===== src/rtl/types.sv =====
// types: shared arbiter state encoding and default widths for cache_arbiter
package types;
    localparam int LINE_W_DEF = 256;
    localparam int ADDR_W_DEF = 32;
    typedef enum logic [1:0] {IDLE, SERVE_I, SERVE_D, DONE} arb_state_t;
endpackage


===== src/rtl/cache_arbiter.sv =====
// cache_arbiter: shares one pmem port between icache and dcache; ARB_ROUND_ROBIN_EN selects round-robin tie-break
module cache_arbiter
    import types::*;
#(
    parameter int LINE_W = LINE_W_DEF,
    parameter int ADDR_W = ADDR_W_DEF
) (
    input  logic              clk,
    input  logic              rst,
    input  logic              i_pmem_read,
    input  logic [ADDR_W-1:0] i_pmem_address,
    output logic [LINE_W-1:0] i_pmem_rdata,
    output logic              i_pmem_resp,
    input  logic              d_pmem_read,
    input  logic              d_pmem_write,
    input  logic [ADDR_W-1:0] d_pmem_address,
    input  logic [LINE_W-1:0] d_pmem_wdata,
    output logic [LINE_W-1:0] d_pmem_rdata,
    output logic              d_pmem_resp,
    output logic              mem_read,
    output logic              mem_write,
    output logic [ADDR_W-1:0] mem_address,
    output logic [LINE_W-1:0] mem_wdata,
    input  logic [LINE_W-1:0] mem_rdata,
    input  logic              mem_resp
);
    arb_state_t state, state_n;
    logic [LINE_W-1:0] line_q;
    logic i_req, d_req, grant_d, serving;
    assign i_req   = i_pmem_read;
    assign d_req   = d_pmem_read || d_pmem_write;
    assign serving = state == SERVE_I || state == SERVE_D;
`ifdef ARB_ROUND_ROBIN_EN
    logic last_d;
    assign grant_d = d_req && !(i_req && last_d);
`else
    assign grant_d = d_req;
`endif
    assign i_pmem_rdata = line_q;
    assign d_pmem_rdata = line_q;
    always_comb begin
        state_n = state;
        state_n = state == IDLE ? (grant_d ? SERVE_D : i_req ? SERVE_I : IDLE)
                : state == DONE ? IDLE
                : mem_resp ? DONE : state;
    end
    always_ff @(posedge clk) begin
        if (!rst) begin
            state       <= IDLE;
            mem_read    <= 1'b0;
            mem_write   <= 1'b0;
            mem_address <= '0;
            mem_wdata   <= '0;
            line_q      <= '0;
            i_pmem_resp <= 1'b0;
            d_pmem_resp <= 1'b0;
`ifdef ARB_ROUND_ROBIN_EN
            last_d      <= 1'b0;
`endif
        end else begin
            state       <= state_n;
            i_pmem_resp <= 1'b0;
            d_pmem_resp <= 1'b0;
            if (state == IDLE && (d_req || i_req)) begin
                mem_address <= grant_d ? d_pmem_address : i_pmem_address;
                mem_wdata   <= d_pmem_wdata;
                mem_write   <= grant_d && d_pmem_write;
                mem_read    <= !(grant_d && d_pmem_write);
`ifdef ARB_ROUND_ROBIN_EN
                last_d      <= grant_d;
`endif
            end
            if (serving && mem_resp) begin
                line_q      <= mem_rdata;
                mem_read    <= 1'b0;
                mem_write   <= 1'b0;
                i_pmem_resp <= state == SERVE_I;
                d_pmem_resp <= state == SERVE_D;
            end
        end
    end
    // write-back wins if both are raised, but a well-behaved dcache never does that
    a_no_dual_d: assert property (@(posedge clk) disable iff (!rst) !(d_pmem_read && d_pmem_write));
endmodule


===== config.mk =====
export PLATFORM = sky130hd
export DESIGN_NAME = cache_arbiter
export DESIGN_NICKNAME = d
export VERILOG_FILES = /design/src/rtl/types.sv /design/src/rtl/cache_arbiter.sv
export SDC_FILE = /design/constraint.sdc
export NUM_CORES = 1
export LEC_CHECK = 0
export CORE_AREA = 2 2 547 549
export CTS_BUF_LIST = sky130_fd_sc_hd__clkbuf_8 sky130_fd_sc_hd__clkbuf_16
export DETAILED_ROUTE_END_ITERATION = 8
export DIE_AREA = 0 0 549 551
export SYNTH_ARGS = -nofsm -noshare
export SYNTH_HDL_FRONTEND = slang
export SYNTH_SLANG_ARGS = --single-unit

===== constraint.sdc =====
create_clock -name clk -period 3.9 [get_ports clk]
set_input_delay 0.78 -clock clk [delete_from_list [all_inputs] [get_ports clk]]
set_output_delay 0.78 -clock clk [all_outputs]
set_load 0.05 [all_outputs]

# Word-level counts from Yosys, hierarchy flattened

Index checks and enable logic that the tools add are counted.

Register bits: 550
Input bits: 582
Logic and storage cells: 29
Bits in latches: 0
ROM bits: 0
Memories kept: 0
RAM bits: 0
Output and inout port bits: 804

Reductions and logical operators: 11
Add/subtract/negate cells: 0
Mux-type cells: 6
Shift operators: 0
$mul: 0
Equal/unequal tests: 3
Divide/modulo/power cells: 0
Bitwise operators: 1
Magnitude comparators: 0

Operator list:

| cell                                                | number |
|---|---|
| 2-to-1 mux 32 bit                                   | 1 |
| 2-to-1 mux 2 bit                                    | 4 |
| equality test 2 bit, second input constant          | 2 |
| logical AND 1 bit                                   | 3 |
| logical OR 1 bit                                    | 3 |
| nonzero test 3 bit                                  | 1 |
| equality test 2 x 1 -> 1 bit, second input constant | 1 |
| logical NOT 2 bit                                   | 1 |
| AND reduction 2 bit                                 | 1 |
| OR reduction 2 bit                                  | 1 |
| logical NOT 1 bit                                   | 1 |
| 2-to-1 mux 1 bit                                    | 1 |
| inverter 1 bit                                      | 1 |

# Depth between registers and ports, before layout

Depth in word-level cells: 4
Gate-level depth with buffers: 9
Gate-level depth less buffers: 5

# Worst setup path before layout

OpenSTA, ideal clock, no wires.

Path type: input to register
From: input rst
To: register line_q[177] (netlist: d_pmem_rdata[177])
Data required time: 3.783 ns
Cell stages on the path: 6
Arrival: 1.700 ns
Path buffers: 4
Path slack: 2.083 ns
Library setup time: 0.117 ns
Cell sequence: buf_2 -> and3_1 -> buf_2 -> buf_4 -> buf_2 -> a22o_1

RTL lines:

| what                 | line                | source |
|---|---|---|
| from (decl)          | cache_arbiter.sv:9  | `input logic rst,` |
| to (signal assigned) | cache_arbiter.sv:74 | `line_q <= mem_rdata;` |
| to (decl)            | cache_arbiter.sv:28 | `logic [LINE_W-1:0] line_q;` |

# Worst setup path after layout

From: register line_q[3] (netlist: d_pmem_rdata[3])
To: output i_pmem_rdata[3]

RTL lines:

| what      | line                | source |
|---|---|---|
| to (decl) | cache_arbiter.sv:12 | `output logic [LINE_W-1:0] i_pmem_rdata,` |

No word-level cell between the ends.

==> metrics.md <==
| Metric | Value |
|---|---|
| Reg2Reg Launch Point | state[0]$_SDFFE_PN0P_ |
| Gpl congestion | 0.980 |
| Post-synth EDFFs | 0 |
| Post-synth net total | 2726 |
| TNS Setup | 0 ps |
| Hold Path Class | in2reg |
| Post-synth top area share | 53.1% |
| Largest net degree at the start of global routing | 182 |
| Kind of cell adding the most delay to the critical path | buffers and inverters |
| Share of async-settable or async-resettable flops after synthesis | 0% |
| Start point of the critical path | d_pmem_rdata[3]$_SDFFE_PN0P_ |
| Post_cts resized | 0 |
| WP data arrival | 2400 ps |
| P per Cell Area | 546 nW/um^2 |
| Setup Fix Bufs, Post-CTS | 0 |
| Root buf cell | clkbuf_16 |
| H-tree levels | 3 |
| Initial DRC count | 1744 |
| Slowest Stage Delay on Critical Path | 1180 ps |
| Post-DP HPWL | 178000 um |
| Max_slew headroom | 23.1% |
| DR pass1 iterations | 7 |
| Starting Density | 7.00% |
| CP max-delay cell | clkdlybuf4s50_1 |
| Unique cell type count in the Yosys netlist | 29 |
| Die X-Extent | 549 um |
| Worst setup endpoint | i_pmem_rdata[3] |
| Period minus WS final | 3180 ps |
| Ranking of synthesized cells by area | dfxtp_1 (53%), nand3_1 (12%), a22o_1 (11%) |
| Die Y | 551 um |
| Routed WL per cell | 28.3 um |
| IO Count | 1386 |
| Nets@finish | 3802 |
| Gr ovfl total | 0 |
| Reg2reg path depth | 7 |
| Die area | 302000 sq um |
| Latest clock arrival within the worst-skew pair | 770 ps |
| Worst vdd ir | 0.292 mV |
| Post-synthesis register bit count | 550 |
| Syn-to-layout area delta | 91.2% |
| Tot GR Track Use | 12.9% |
| Critical path buffer and inverter count | 1 |
| Worst Hold Margin | 355 ps |
| Via density | 2.97 |
| IO Port Bufs | 1385 |
| Initial antenna violation count | 170 |
| Top FF cell, synth | dfxtp_1 |
| Setup crit start kind | register |
| Nature of the critical path endpoint | output port |
| Largest area contributor in the netlist | dfxtp_1 |
| WP data required | 3120 ps |
| Clock Sinks | 550 |
| Critical path depth in cells | 1 |
| Vias | 21400 |
| Maximum clock rate | 315 MHz |
| Cell area after synthesis | 20700 sq um |
| Clock-pin slew on the worst setup and hold paths | 60 ps |
| Overall power | 0.0216 W |
| Final number of hold-violating endpoints | 0 |
| Share of cells above drive strength 1 | 5.84% |
| CP Class | reg2out |
| Final Cell Area | 39600 sq um |
| Max cap viols | 0 |
| Post-Route Skew | 37.2 ps |
| Placed Area | 37000 sq um |
| TritonCTS Buffers | 79 |
| Layout Utilization | 13.4% |
| Leakage | 14.5 nW |
| Mean Syn Cell Area | 9.69 sq um |
| CTS Hold Buffers Added | 0 |
| Vias in the first global route | 19700 |
| Status | completed |
| Synth Warn # | 0 |
| Endpoints failing setup | 0 |
| Hold path start | rst |
| RSZ-0062 raised after global routing | false |
| Cell Chain, Critical Path | clkdlybuf4s50_1 |
| DRC | 0 |
| Critical path fanouts, max | 3 |
| Cells after synthesis | 2140 |
| Routed Antenna Nets | 0 |
| Core Area | 296000 sq um |
| Wire length of the first global-routing pass | 245000 um |
| R2R setup slack | 1700 ps |
| CTS tree | built |
| Longest Clk Path Bufs | 4 |
| Post-synthesis sequential area ratio | 53.1% |
| Reg2reg end | mem_wdata[22]$_SDFFE_PN0P_ |
| Commonest cells after routing, fill and taps aside | clkdlybuf4s50_1 (1378), dfxtp_1 (550), nand3_1 (512) |
| Max-slew violations | 0 |
| Tightest Pin Transition | 1150 ps |
| Post-Route WL | 204000 um |
| Row count | 200 |
| Final Cycle Share | 81.5% |
| Most common cell after layout, fill and taps aside | clkdlybuf4s50_1 |
## area by class of cell
| cell class | instances | area [sq um] |
|---|---|---|
| Fill cell | 33700 | 257000 |
| Timing Repair Buffer | 1438 | 14400 |
| Sequential cell | 550 | 11000 |
| Multi-Input combinational cell | 1145 | 6620 |
| Tap cell | 3939 | 4930 |
| Clock buffer | 91 | 2140 |
| Clock inverter | 43 | 440 |
| Antenna cell | 15 | 37.5 |
| Inverter | 2 | 7.51 |
## registers in the layout, indices dropped and copies added (netlist names)
name,flops
mem_read,1
d_pmem_rdata,256
i_pmem_resp,1
d_pmem_resp,1
state,2
mem_write,1
mem_wdata,256
mem_address,32
## kinds of logic after synthesis
kind of cell               count (synthesis)  share of synthesized area (%)
and+or+nand+nor                          782                           17.3
DFF                                      550                           53.1
buffers and inverters                    445                           15.0
AOI/OAI and AO/OA                        327                           12.7
muxes                                     32                           1.55
adders and majority gates                  4                          0.241
## Yosys cell counts (2+ instances only)
library cell and n:
and2_1 4, mux2i_1 32, nand2_1 258, nand3_1 512
a21oi_1 32, clkbuf_2 3, inv_1 2, o21ai_0 32
dfxtp_1 550, ha_1 4, nor2_1 4, clkbuf_1 60
buf_1 3, buf_8 2, buf_2 48, and3_1 2
buf_4 290, a22o_1 256, buf_6 36
## per-layer routing
layer | track usage (%) | vias up | share of wire (%)
li1 | - | 9399 | -
met1 | 12.7 | 9936 | 33
met2 | 19.4 | 1544 | 42
met3 | 11.2 | 485 | 21
met4 | 4.77 | 82 | 4.2
met5 | 0 | - | 0.25
## report_power, final
part           total [W]  switching, W  internal, W  leakage (nW)
clock            0.00743       0.00305      0.00438          1.30
sequential       0.00674      0.000510      0.00623          4.52
combinational    0.00746       0.00515      0.00231          8.70
total             0.0216       0.00871       0.0129          14.5
## through the flow
stage / worst slack (ps) / std cells
3_5_place_dp: 983 / 7074
5_1_grt: 641 / 7217
6_report: 721 / 7223
3_3_place_gp: 999 / 7074
2_1_floorplan: 2080 / 2140
4_1_cts: 631 / 7208
## worst min path at each step
stage	slack, ps	endpoint	cells after the start
detailed placement	440	mem_wdata[184]$_SDFFE_PN0P_	2
global route	330	mem_wdata[115]$_SDFFE_PN0P_	3
CTS	270	mem_wdata[115]$_SDFFE_PN0P_	3
global placement	440	mem_wdata[2]$_SDFFE_PN0P_	2
finish	360	mem_wdata[115]$_SDFFE_PN0P_	3
floorplan	610	d_pmem_resp$_SDFF_PN0_	2
(Power assumes the default switching activity.)
